===== src/rtl/fetch_if.sv =====
// Fetch-stage bus bundle: PC control from execute, imem address/data, and the
// valid/ready instruction stream toward decode.
//   master : fetch_unit side (drives imem_addr and id_*, receives the rest)
//   slave  : environment side (execute/imem/decode)
interface fetch_if #(
    parameter int unsigned XLEN = 32
) ();
    logic            fetch_en;
    logic            redirect_valid;
    logic [XLEN-1:0] redirect_pc;
    logic [XLEN-1:0] imem_addr;
    logic [31:0]     imem_rdata;
    logic            id_valid;
    logic            id_ready;
    logic [31:0]     id_instr;
    logic [XLEN-1:0] id_pc;
    logic [XLEN-1:0] id_pc_plus4;

    modport master (
        input  fetch_en, redirect_valid, redirect_pc, imem_rdata, id_ready,
        output imem_addr, id_valid, id_instr, id_pc, id_pc_plus4
    );

    modport slave (
        output fetch_en, redirect_valid, redirect_pc, imem_rdata, id_ready,
        input  imem_addr, id_valid, id_instr, id_pc, id_pc_plus4
    );
endinterface


===== src/rtl/fetch_unit.sv =====
// Instruction-fetch stage: owns the PC, addresses a combinational imem, queues
// {pc, instr} pairs in a small FIFO and hands them to decode. Redirects reload
// the PC and flush everything queued.
// Ports:
//   clk, rst_n : clock, asynchronous active-low reset
//   bus        : fetch_if.master (fetch_en, redirect_*, imem_*, id_*)
module fetch_unit #(
    parameter int unsigned     XLEN     = 32,
    parameter logic [XLEN-1:0] RESET_PC = '0,
    parameter int unsigned     DEPTH    = 2
) (
    input  logic     clk,
    input  logic     rst_n,
    fetch_if.master  bus
);
    localparam int unsigned PTR_W = $clog2(DEPTH);
    localparam int unsigned CNT_W = $clog2(DEPTH + 1);
    localparam logic [XLEN-1:0] PC_ALIGN_MASK = ~XLEN'(3);
    localparam logic [XLEN-1:0] RESET_PC_AL   = RESET_PC & PC_ALIGN_MASK;

    typedef struct packed {
        logic [XLEN-1:0] pc;
        logic [31:0]     instr;
    } entry_t;

    logic [XLEN-1:0]  pc_q, pc_d;
    logic [PTR_W-1:0] wr_ptr_q, wr_ptr_d;
    logic [PTR_W-1:0] rd_ptr_q, rd_ptr_d;
    logic [CNT_W-1:0] count_q, count_d;
    entry_t           mem_q [DEPTH];
    entry_t           mem_d [DEPTH];

    logic   pop_c;
    logic   push_c;
    logic   not_empty_c;
    entry_t head_c;

    // Handshake qualifiers; a full FIFO still accepts a push when the head pops.
    always_comb begin
        not_empty_c = (count_q != '0);
        pop_c       = not_empty_c & bus.id_ready;
        push_c      = bus.fetch_en & ~bus.redirect_valid &
                      ((count_q < CNT_W'(DEPTH)) | pop_c);
    end

    // Next-state: redirect overrides push/pop bookkeeping and flushes the queue.
    always_comb begin
        pc_d     = pc_q;
        wr_ptr_d = wr_ptr_q;
        rd_ptr_d = rd_ptr_q;
        count_d  = count_q;
        mem_d    = mem_q;

        if (bus.redirect_valid) begin
            pc_d     = bus.redirect_pc & PC_ALIGN_MASK;
            wr_ptr_d = '0;
            rd_ptr_d = '0;
            count_d  = '0;
        end else begin
            if (push_c) begin
                mem_d[wr_ptr_q] = '{pc: pc_q, instr: bus.imem_rdata};
                pc_d            = pc_q + XLEN'(4);
                wr_ptr_d        = wr_ptr_q + PTR_W'(1);
            end
            if (pop_c) begin
                rd_ptr_d = rd_ptr_q + PTR_W'(1);
            end
            unique case ({push_c, pop_c})
                2'b10:   count_d = count_q + CNT_W'(1);
                2'b01:   count_d = count_q - CNT_W'(1);
                default: count_d = count_q;
            endcase
        end
    end

    // State registers; storage is cleared so id_* read zero after reset.
    always_ff @(posedge clk or negedge rst_n) begin
        if (!rst_n) begin
            pc_q     <= RESET_PC_AL;
            wr_ptr_q <= '0;
            rd_ptr_q <= '0;
            count_q  <= '0;
            for (int unsigned i = 0; i < DEPTH; i++) begin
                mem_q[i] <= '0;
            end
        end else begin
            pc_q     <= pc_d;
            wr_ptr_q <= wr_ptr_d;
            rd_ptr_q <= rd_ptr_d;
            count_q  <= count_d;
            mem_q    <= mem_d;
        end
    end

    // Outputs come straight from registers (no id_ready -> id_valid path).
    always_comb begin
        head_c          = mem_q[rd_ptr_q];
        bus.imem_addr   = {2'b00, pc_q[XLEN-1:2]};
        bus.id_valid    = not_empty_c;
        bus.id_instr    = head_c.instr;
        bus.id_pc       = head_c.pc;
        bus.id_pc_plus4 = not_empty_c ? (head_c.pc + XLEN'(4)) : '0;
    end
endmodule


===== src/flat_wrapper.sv =====
// flat-port wrapper written by rule: the top's interface ports become plain ports
module fetch_unit_flat 
#(
    parameter int unsigned     XLEN     = 32,
    parameter logic [XLEN-1:0] RESET_PC = '0,
    parameter int unsigned     DEPTH    = 2
)
  (clk, rst_n, bus_fetch_en, bus_redirect_valid, bus_redirect_pc, bus_imem_rdata, bus_id_ready, bus_imem_addr, bus_id_valid, bus_id_instr, bus_id_pc, bus_id_pc_plus4);
  fetch_if #(.XLEN(XLEN)) bus_i ();
  input  logic clk;
  input  logic rst_n;
  input wire logic [$bits(bus_i.fetch_en)-1:0] bus_fetch_en;
  input wire logic [$bits(bus_i.redirect_valid)-1:0] bus_redirect_valid;
  input wire logic [$bits(bus_i.redirect_pc)-1:0] bus_redirect_pc;
  input wire logic [$bits(bus_i.imem_rdata)-1:0] bus_imem_rdata;
  input wire logic [$bits(bus_i.id_ready)-1:0] bus_id_ready;
  output wire logic [$bits(bus_i.imem_addr)-1:0] bus_imem_addr;
  output wire logic [$bits(bus_i.id_valid)-1:0] bus_id_valid;
  output wire logic [$bits(bus_i.id_instr)-1:0] bus_id_instr;
  output wire logic [$bits(bus_i.id_pc)-1:0] bus_id_pc;
  output wire logic [$bits(bus_i.id_pc_plus4)-1:0] bus_id_pc_plus4;
  assign bus_i.fetch_en = bus_fetch_en;
  assign bus_i.redirect_valid = bus_redirect_valid;
  assign bus_i.redirect_pc = bus_redirect_pc;
  assign bus_i.imem_rdata = bus_imem_rdata;
  assign bus_i.id_ready = bus_id_ready;
  assign bus_imem_addr = bus_i.imem_addr;
  assign bus_id_valid = bus_i.id_valid;
  assign bus_id_instr = bus_i.id_instr;
  assign bus_id_pc = bus_i.id_pc;
  assign bus_id_pc_plus4 = bus_i.id_pc_plus4;
  fetch_unit #(.XLEN(XLEN), .RESET_PC(RESET_PC), .DEPTH(DEPTH)) u_core (.clk(clk), .rst_n(rst_n), .bus(bus_i));
endmodule

===== config.mk =====
export PLATFORM = sky130hd
export DESIGN_NAME = fetch_unit_flat
export DESIGN_NICKNAME = d
export VERILOG_FILES = /design/src/rtl/fetch_if.sv /design/src/rtl/fetch_unit.sv /design/src/flat_wrapper.sv
export SDC_FILE = /design/constraint.sdc
export NUM_CORES = 1
export LEC_CHECK = 0
export BUFFER_PORTS_ARGS = -buffer_cell sky130_fd_sc_hd__buf_2
export CELL_PAD_IN_SITES_DETAIL_PLACEMENT = 1
export CELL_PAD_IN_SITES_GLOBAL_PLACEMENT = 2
export CORE_ASPECT_RATIO = 1.5
export CORE_MARGIN = 2
export CORE_UTILIZATION = 31
export DETAILED_ROUTE_END_ITERATION = 12
export PLACE_DENSITY = 0.78
export SETUP_SLACK_MARGIN = 0.3
export SKIP_CTS_REPAIR_TIMING = 1
export SLEW_MARGIN = 20
export SYNTH_ARGS = -nofsm -noshare
export SYNTH_HDL_FRONTEND = slang
export SYNTH_SLANG_ARGS = --single-unit

===== constraint.sdc =====
create_clock -name clk -period 3.3 [get_ports clk]
set_clock_uncertainty 0.05 [all_clocks]
set_input_delay 0.66 -clock clk [delete_from_list [all_inputs] [get_ports clk]]
set_output_delay 0.66 -clock clk [all_outputs]
set_load 0.05 [all_outputs]

# --- Word-level counts from Yosys, hierarchy flattened ---
# Index checks and enable logic that the tools add are counted.
word_totals:
  reg_bits: 164
  in_bits: 69
  out_inout_bits: 129
classes:
  addsub: 6
  magnitude_cmp: 4
  eq_ne: 2
  mux: 15
  n_bitwise: 7
  reduce_logical: 6
op_table:
  columns: ["operator", "count"]
  rows:
  - ["64-bit 2-to-1 mux", 4]
  - ["128-bit bitwise mux", 1]
  - ["32-bit 2-to-1 mux", 3]
  - ["32-bit by 3-bit adder with 32-bit output, second input constant", 2]
  - ["64-bit demux with 1-bit select", 1]
  - ["2-bit nonzero test", 3]
  - ["2-bit >= comparator, second input constant", 2]
  - ["1-bit 2-to-1 mux", 4]
  - ["1-bit inverter with 2-bit output", 2]
  - ["2-bit one-hot mux with 2 select lines", 1]
  - ["1-bit bitwise AND", 3]
  - ["3-bit nonzero test", 1]
  - ["1-bit adder, second input constant", 2]
  - ["2-bit by 1-bit adder with 2-bit output, second input constant", 1]
  - ["2-bit by 1-bit == test with 1-bit output, second input constant", 1]
  - ["2-bit == test, second input constant", 1]
  - ["2-bit by 1-bit < comparator with 1-bit output, second input constant", 1]
  - ["2-bit < comparator, second input constant", 1]
  - ["2-bit 2-to-1 mux", 1]
  - ["2-bit AND reduction", 1]
  - ["2-bit by 1-bit subtractor with 2-bit output, second input constant", 1]
  - ["1-bit logical AND", 1]
  - ["1-bit inverter", 1]
  - ["1-bit bitwise OR", 1]

# --- Logic depth before layout (Yosys ltp) ---
# Gate-level depths: netlist of the first run.
logic_depth:
  word_depth: 7
  mapped_depth: 12
  ltp_nobuf: 6

# --- Worst setup path before layout of the first run ---
# OpenSTA, ideal clock, no wires.
synth_timing:
  kind: "register to output"
  startpoint: "register u_core.rd_ptr_q"
  endpoint: "output port bus_id_pc_plus4[8]"
  arrival_ps: 3672
  required_ps: 2590
  setup_slack_ps: -1082
  path_stages_with_launch: 12
  n_path_buf: 6
  cell_sequence: "dfrtp_1 > buf_2 > buf_6 > buf_2 > buf_2 > buf_2 > mux2_2 > ha_1 > and2_0 > clkbuf_1 > a31oi_1 > a211oi_1"
synth_via:
  elab_chain_cells: 6
synth_lines:
  columns: ["element", "line", "rtl"]
  rows:
  - ["from (decl)", "fetch_unit.sv:28", "logic [PTR_W-1:0] rd_ptr_q, rd_ptr_d;"]
  - ["from (signal assigned)", "fetch_unit.sv:89", "rd_ptr_q <= rd_ptr_d;"]
  - ["1-bit inverter with 2-bit output (not written as such)", "fetch_unit.sv:97", "head_c = mem_q[rd_ptr_q];"]
  - ["64-bit 2-to-1 mux (not written as such) (3 in series)", "fetch_unit.sv:97", null]
  - ["named net bus_id_pc[3]", "flat_wrapper.sv:20", "output wire logic [$bits(bus_i.id_pc)-1:0] bus_id_pc;"]
  - ["32-bit by 3-bit adder with 32-bit output", "fetch_unit.sv:102", "bus.id_pc_plus4 = not_empty_c ? (head_c.pc + XLEN'(4)) : '0;"]
  - ["32-bit 2-to-1 mux", "fetch_unit.sv:102", null]
  - ["to (decl)", "flat_wrapper.sv:21", "output wire logic [$bits(bus_i.id_pc_plus4)-1:0] bus_id_pc_plus4;"]
# The timed path passes the listed nets, and every way through them passes these cells. The select of a mux whose other input is x is not followed.

# --- Worst setup path after layout of the first run ---
layout_timing:
  startpoint: "register u_core.rd_ptr_q"
  endpoint: "output port bus_id_pc_plus4[29]"
layout_via:
  elab_chain_cells: 6
layout_lines:
  columns: ["element", "line"]
  rows:
  - ["1-bit inverter with 2-bit output (not written as such)", "fetch_unit.sv:97"]
  - ["64-bit 2-to-1 mux (not written as such) (3 in series)", "fetch_unit.sv:97"]
  - ["32-bit by 3-bit adder with 32-bit output", "fetch_unit.sv:102"]
  - ["32-bit 2-to-1 mux", "fetch_unit.sv:102"]
# Every way passes these cells. The select of a mux whose other input is x is not followed.

==> results of run 1 <==
==> per-stage QoR <==
| stage | total power, mW | instances |
|---|---|---|
| 2_1_floorplan | 5.05 | 731 |
| 3_3_place_gp | 5.69 | 1242 |
| 3_5_place_dp | 5.77 | 1242 |
| 4_1_cts | 7.82 | 1273 |
| 5_1_grt | 8.26 | 1293 |
| 6_report | 7.86 | 1295 |
==> worst max path at each step <==
stage | startpoint | slack [ps] | endpoint | cells past startpoint
2_1_floorplan | u_core.rd_ptr_q | 70 | bus_id_pc_plus4[26] | 11
5_1_grt | u_core.rd_ptr_q | -300 | bus_id_pc_plus4[29] | 8
3_3_place_gp | u_core.rd_ptr_q | 130 | bus_id_pc_plus4[31] | 7
4_1_cts | u_core.rd_ptr_q | -410 | bus_id_pc_plus4[31] | 7
3_5_place_dp | u_core.rd_ptr_q | 80 | bus_id_pc_plus4[31] | 7
6_report | u_core.rd_ptr_q | -230 | bus_id_pc_plus4[29] | 8
==> layer usage <==
| metal | track usage [%] | routed length, um | vias to the layer above |
|---|---|---|---|
| met5 | 0 | 67 | - |
| met4 | 6.15 | 538 | 10 |
| met3 | 4.81 | 1170 | 40 |
| met2 | 31.4 | 13000 | 144 |
| met1 | 19.1 | 9350 | 3204 |
| li1 | - | - | 3027 |
==> synthesized netlist by cell type, drive strengths merged, types with 4 or more instances <==
cell    number  area (um2)
xor2         9        78.8
a221oi       4        41.3
nand3b       8        60.1
buf         33         194
mux2i       14         140
nand4b       5        58.8
nand3       29         145
nand4       15         109
mux2       176        1980
a21oi       11        58.8
and3         7        48.8
and2         6        38.8
xnor2       34         298
nand2       58         218
nor4        12        75.1
o21ai       38         190
clkbuf      12        45.0
dfrtp      158        3950
or3          4        25.0
a22oi        4        40.0
nor2        24        90.1
inv         20        75.1
nor3        18        95.1
==> kinds of logic (layout without fill, tap and decap cells) <==
logic type / Yosys count / after routing / synth area share [%]
fa+ha+maj: 2 / 2 / 0.302
xor+xnor: 43 / 43 / 4.55
mux: 190 / 190 / 25.6
other cells: 1 / 9 / 0.0453
buf+inv: 65 / 289 / 3.79
compound gates: 71 / 71 / 5.38
flops: 158 / 158 / 47.7
simple gates: 196 / 196 / 12.6
==> flip-flops by register name, summed over array words and instances, names as in the netlist <==
register	count
u_core.count_q	2
u_core.mem_q	124
u_core.pc_q	30
u_core.rd_ptr_q	1
u_core.wr_ptr_q	1
==> worst max-delay path: stages, from the launching register on <==
cell and delay (ps):
dfrtp_4 530, buf_6 160, nand3b_1 320, a221oi_4 450
buf_4 180, nand3_2 120, o31a_1 290, nor3_4 180
buf_12 170
==> power by group through the flow <==
stage | sequential [mW] | clock, mW | combinational (mW)
2_1_floorplan | 2.82 | 0 | 2.22
3_3_place_gp | 2.82 | 0 | 2.87
3_5_place_dp | 2.86 | 0 | 2.91
4_1_cts | 2.82 | 2.08 | 2.92
5_1_grt | 2.89 | 2.15 | 3.22
6_report | 2.81 | 2.02 | 3.03
==> layout make-up <==
class                   instances  area, um2  area share [%]
clock inverters                10        138            1.24
clock buffers                  21        460            4.16
well taps                     337        422            3.81
multi-input cells             508       4420            39.9
flip-flops and latches        158       3960            35.8
inverters                      20       75.1           0.679
diodes                          3       7.51          0.0679
repair buffers                238       1580            14.3
==> impl_metrics.ini, run 1 <==
[hold_path]
holdPathStages = 3
min_from = bus_redirect_pc[8]
hold_end = u_core.pc_q[8]
hold_path_class = primary input to flop

[sta]
slew_viol_final = 0
slew_headroom_pct = 40.8
final.period_utilization_pct = 107
fin_ws_ps = -232
fin_crit_ps = 3530
worstMarginPinSlew_ps = 886
hold_violations = 0
final.setup.tns_ps = -2030
max_freq_mhz = 283
rsz0062_at_grt = true
timing.hold.ws_ps = 387
finalSetupViolCount = 17

[cts]
cts_made_buffers = 17
cts_buffer_depth = 2
h-tree-depth = 4
clkTransAtPathRegs_ps = 60
cts_sinks = 158
clock_latency_ps = 430
cts-root-buf = clkbuf_16
cts_tree = done

[die]
ios = 198
num_rows = 73
die_h_um = 204
start_util_pct = 31.4
die_area_um2 = 28100
die_w_um = 137
core_area_um2 = 26400

[logic_synthesis]
ys_seq_area_share_pct = 47.7
synth_seq_cells = 158
synth_cells = 726
synthArstFlopShare_pct = 100
synth_edf_count = 0
synth_area_um2 = 8280
yosysUniqueCellTypes = 55
avgSynthCellArea_um2 = 11.4
ys.warnings.count = 0
synthFlopType = dfrtp_1

[power_and_ir_drop]
p_per_area_nw_per_um2 = 711
swShare_pct = 39.8
comb_power_share_pct = 38.6
static-leakage-power_nw = 4.80
internal_power_mw = 4.73
irDropWorstVdd_mv = 0.366
pwr-share-seq_pct = 35.7
clkPwrFrac_pct = 25.7
p_switching_mw = 3.13

[global_route]
track_usage_pct = 17.4
grt_pass1_vias = 6818
grt_start_max_net_pins = 78
grt_pass1_wl_um = 37300
globalRouteOverflowTotal = 0
antenna_found_initial = 8

[place]
place_hpwl_um = 18000
gp_congestion = 0.760
postPlaceCellArea_um2 = 9970
preCtsSetupSlack_ps = 78.1
io_buffers = 189

[route]
wire_per_inst_um = 18.6
drt-total-wl_um = 24100
vias = 6425
ant_nets = 0
drtIter0Drc = 201
drtPass1Iterations = 4
vias_per_cell = 4.96
drc_errors = 0

[setup_path]
worstPathArrival_ps = 2820
r2r-start = u_core.count_q[1]
crit_path_end_kind = primary output
crit_fanout = 7
worstPathRequired_ps = 2590
r2r_end = u_core.mem_q[6]
reg2reg_slack_ps = 970
crit_type = flop to primary output
start_kind = flop
rr_worst_depth = 6

[cells_and_area]
syn2layout_area_growth_pct = 33.5
drive_gt1_share_pct = 52.5
final_cell_mix = mux2_2, buf_2, dfrtp_1, nand2_1, buf_4
stdcell_area_um2 = 11100
nFillCells = 2883
final_common_cell = mux2_2
final_util_pct = 41.9
num-nets-final = 1014

[outcome]
status = finished with violations
violations = setup timing

[run]
max_cap_violations = 0
Power figures use the tool's default switching activity.
==> inputs of run 2 (changes only) <==
SETUP_SLACK_MARGIN = not set   (was 0.3)
==> impl_metrics.ini, run 2 (same netlist as run 1, synthesis figures left out) <==
[sta]
worstMarginPinSlew_ps = 701
slew_headroom_pct = 53.2
final.period_utilization_pct = 104
timing.hold.ws_ps = 191
final.setup.tns_ps = -907
rsz0062_at_grt = true
fin_crit_ps = 3440
max_freq_mhz = 291
fin_ws_ps = -140
finalSetupViolCount = 12
hold_violations = 0
slew_viol_final = 0

[route]
drc_errors = 0
wire_per_inst_um = 18.7
drtPass1Iterations = 5
vias_per_cell = 4.98
vias = 6438
drtIter0Drc = 144
ant_nets = 0
drt-total-wl_um = 24200

[setup_path]
worstPathRequired_ps = 2590
rr_worst_depth = 5
cp_cell_sequence = buf_6, buf_12, nand3_2, a222oi_1, buf_4, nand2_2, or3_4, a21oi_2, buf_6
start_kind = flop
crit_path_end_kind = primary output
r2r_end = u_core.pc_q[26]
crit_fanout = 10
worstPathArrival_ps = 2730
crit_type = flop to primary output
cp_common_cell = buf_6
reg2reg_slack_ps = 1030
r2r-start = u_core.pc_q[11]
slowest_delay_ps = 450
crit_slowest_cell = dfrtp_4

[power_and_ir_drop]
swShare_pct = 39.9
internal_power_mw = 4.75
static-leakage-power_nw = 4.78
p_switching_mw = 3.16
irDropWorstVdd_mv = 0.324
total_power_mw = 7.92
clkPwrFrac_pct = 26.2
pwr-share-seq_pct = 35.6
p_per_area_nw_per_um2 = 720
comb_power_share_pct = 38.2

[run]
max_cap_violations = 0

[cts]
cts_buffer_depth = 2
cts_tree = done
cts-root-buf = clkbuf_16
cts_made_buffers = 17
clkTransAtPathRegs_ps = 70
cts_sinks = 158
h-tree-depth = 4
clock_latency_ps = 430

[place]
placedCellCount = 1247
place_hpwl_um = 17900
io_buffers = 189
gp_congestion = 0.776

[cells_and_area]
largestRegisters = u_core.mem_q x124, u_core.pc_q x30, u_core.count_q x2
layoutNonFillerInstCount = 1294
nFillCells = 2891
final_cell_mix = mux2_2, buf_2, dfrtp_1, nand2_1, buf_4
syn2layout_area_growth_pct = 32.8
drive_gt1_share_pct = 52.4
largest-register = u_core.mem_q
final_util_pct = 41.7
final_common_cell = mux2_2
num-nets-final = 1012
largest_reg_flops = 124

[hold_path]
hold_path_class = primary input to asynchronous set/reset pin

[global_route]
track_usage_pct = 17.1
grt_pass1_wl_um = 36700
antenna_found_initial = 6
grt_start_max_net_pins = 74
grt_pass1_vias = 6715
globalRouteOverflowTotal = 0

[die]
core_area_um2 = 26400
die_area_um2 = 28100
die_h_um = 204
die_w_um = 137
num_rows = 73
ios = 198
start_util_pct = 31.4

[outcome]
violations = setup timing
status = finished with violations
## run 2: power groups by stage
| stage | clock [mW] | combinational, mW | sequential [mW] |
|---|---|---|---|
| final | 2.08 | 3.03 | 2.81 |
| after CTS | 2.14 | 2.91 | 2.82 |
| after detailed placement | 0 | 2.90 | 2.85 |
| after global placement | 0 | 2.86 | 2.82 |
| after global routing | 2.20 | 3.22 | 2.89 |
| after floorplan | 0 | 2.18 | 2.82 |
## run 2: metal layers
| metal | GRT usage [%] | share of wire (%) |
|---|---|---|
| met4 | 6.04 | 2.1 |
| met5 | 0 | 0.21 |
| met1 | 19.2 | 39 |
| met2 | 31.0 | 54 |
| met3 | 4.24 | 5.0 |
## run 2: worst max path at each step
stage | start | end | slack [ps] | cells after the start
floorplan | u_core.rd_ptr_q | bus_id_pc_plus4[26] | 5 | 11
global placement | u_core.rd_ptr_q | bus_id_pc_plus4[24] | 140 | 7
detailed placement | u_core.rd_ptr_q | bus_id_pc_plus4[30] | 80 | 7
CTS | u_core.rd_ptr_q | bus_id_pc_plus4[30] | -400 | 7
global route | u_core.rd_ptr_q | bus_id_pc_plus4[29] | -270 | 10
finish | u_core.rd_ptr_q | bus_id_pc_plus4[25] | -140 | 9
## run 2: worst max-delay path, delay by kind of cell (launching register included)
family / cells / cell delay, ps
DFF: 1 / 450
and+or+nand+nor: 3 / 610
buffers and inverters: 4 / 730
AOI/OAI and AO/OA: 2 / 490
## run 2: cell type report
cell class / count / area (um2) / area share (%)
tap: 337 / 422 / 3.83
multi-input combinational: 508 / 4400 / 40.0
inverter: 20 / 75.1 / 0.682
clock buffer: 21 / 470 / 4.28
sequential: 158 / 3960 / 36.0
antenna: 3 / 7.51 / 0.0682
timing repair buffer: 236 / 1520 / 13.8
clock inverter: 11 / 154 / 1.40
## run 2: per-stage QoR
| step | setup slack, ps | instance area [um2] |
|---|---|---|
| finish | -140 | 11000 |
| global route | -270 | 11000 |
| CTS | -400 | 10600 |
| detailed placement | 77.6 | 9930 |
| global placement | 143 | 9930 |
| floorplan | 4.76 | 8480 |
==> inputs of run 3 (changes only) <==
GPL_TIMING_DRIVEN = 0   (was not set)
SETUP_SLACK_MARGIN = 0.3   (was not set)
==> impl_metrics.ini, run 3 (same netlist as run 1, synthesis figures left out) <==
[cells_and_area]
largest-register = u_core.mem_q
final_util_pct = 43.4
nFillCells = 2886
layoutNonFillerInstCount = 1335
final_cell_mix = mux2_2, buf_2, dfrtp_1, nand2_1, buf_4
stdcell_area_um2 = 11500
largest_reg_flops = 124
final_common_cell = mux2_2
syn2layout_area_growth_pct = 38.4
largestRegisters = u_core.mem_q x124, u_core.pc_q x30, u_core.count_q x2
num-nets-final = 1054
drive_gt1_share_pct = 53.6

[cts]
cts_made_buffers = 17
cts_sinks = 158
clock_latency_ps = 430
clkTransAtPathRegs_ps = 60
cts_tree = done
cts_buffer_depth = 2
cts-root-buf = clkbuf_16
h-tree-depth = 4

[sta]
rsz0062_at_grt = true
slew_headroom_pct = 47.3
timing.hold.ws_ps = 128
worstMarginPinSlew_ps = 786
slew_viol_final = 0
fin_ws_ps = -314
fin_crit_ps = 3610
max_freq_mhz = 277
hold_violations = 0
finalSetupViolCount = 23
final.period_utilization_pct = 110

[die]
die_w_um = 137
num_rows = 73
start_util_pct = 31.4
core_area_um2 = 26400
die_h_um = 204
die_area_um2 = 28100
ios = 198

[setup_path]
crit_family = simple AND/OR/NAND/NOR gates
crit_fanout = 6
cp_cell_sequence = buf_6, buf_12, buf_12, buf_12, buf_12, mux2_4, ha_4, and2_4, nand3_2, or4_4, nand2_8, buf_6
slowest_delay_ps = 490
cp_num_buf_inv = 6
worstPathRequired_ps = 2590
crit_type = flop to primary output
reg2reg_slack_ps = 840
start_kind = flop
worstPathArrival_ps = 2900
crit_path_end_kind = primary output
crit_slowest_cell = or4_4
cp_common_cell = buf_12

[power_and_ir_drop]
p_per_area_nw_per_um2 = 707
swShare_pct = 39.4
comb_power_share_pct = 39.1
internal_power_mw = 4.91
p_switching_mw = 3.19
irDropWorstVdd_mv = 0.365
static-leakage-power_nw = 5.02
clkPwrFrac_pct = 26.1
total_power_mw = 8.10
pwr-share-seq_pct = 34.7

[route]
vias = 6718
drtPass1Iterations = 4
ant_nets = 0
vias_per_cell = 5.03
drtIter0Drc = 174
drc_errors = 0
drt-total-wl_um = 26900
wire_per_inst_um = 20.2

[place]
postPlaceCellArea_um2 = 10000
gp_congestion = 0.768
placedCellCount = 1259
place_hpwl_um = 20100
io_buffers = 189

[global_route]
grt_pass1_vias = 7088
antenna_found_initial = 8
globalRouteOverflowTotal = 0
track_usage_pct = 19.4
grt_pass1_wl_um = 40700
grt_start_max_net_pins = 82

[outcome]
violations = setup timing
status = finished with violations

[run]
max_cap_violations = 0

[hold_path]
hold_path_class = primary input to asynchronous set/reset pin
==> run 3: cell count changes in the layout (fill, tap and decap cells not counted), sizes merged <==
cell | previous run | this run
buf | 235 | 262
clkbuf | 22 | 38
inv | 23 | 21
bufinv | 3 | 4
clkinv | 3 | 2
==> run 3: power groups by stage <==
stage               combinational, mW  sequential (mW)  clock, mW
floorplan                        2.22             2.82          0
global placement                 2.90             2.80          0
detailed placement               2.95             2.84          0
CTS                              2.96             2.80       2.18
global route                     3.37             2.89       2.26
finish                           3.17             2.81       2.12
==> run 3: per-stage QoR <==
step | setup TNS, ps | setup WS [ps]
after CTS | -13620 | -729
final | -4570 | -314
after global placement | -154170 | -969
after floorplan | 0 | 73.8
after detailed placement | -2350 | -255
after global routing | -7590 | -425
==> run 3: layout make-up <==
type	instances	area (um2)	share of cell area (%)
multi-input cells	508	4420	38.6
flip-flops and latches	158	3960	34.5
repair buffers	233	1570	13.7
clock buffers	22	474	4.14
well taps	337	422	3.68
plain buffers	45	382	3.33
clock inverters	9	158	1.38
inverters	20	75.1	0.655
diodes	3	7.51	0.0655
==> run 3: routing by layer <==
metal	vias to the layer above	share of wire [%]	track usage (%)
li1	3101	-	-
met1	3377	36	20.6
met5	-	0.25	0
met4	10	2.7	6.52
met2	183	56	36.5
met3	47	5.0	4.86
==> run 3: worst paths after layout <==
| kind | from | to | cells after the start |
|---|---|---|---|
| hold / removal | rst_n | u_core.mem_q[57] | 1 |
| min in group clk | bus_redirect_pc[25] | u_core.pc_q[25] | 3 |
| setup / recovery | u_core.rd_ptr_q | bus_id_pc_plus4[24] | 12 |
| hold reg to reg | u_core.mem_q[5] | u_core.mem_q[5] | 1 |
| setup reg to reg | u_core.count_q[1] | u_core.mem_q[89] | 5 |
| max in group asynchronous | rst_n | u_core.mem_q[2] | 2 |
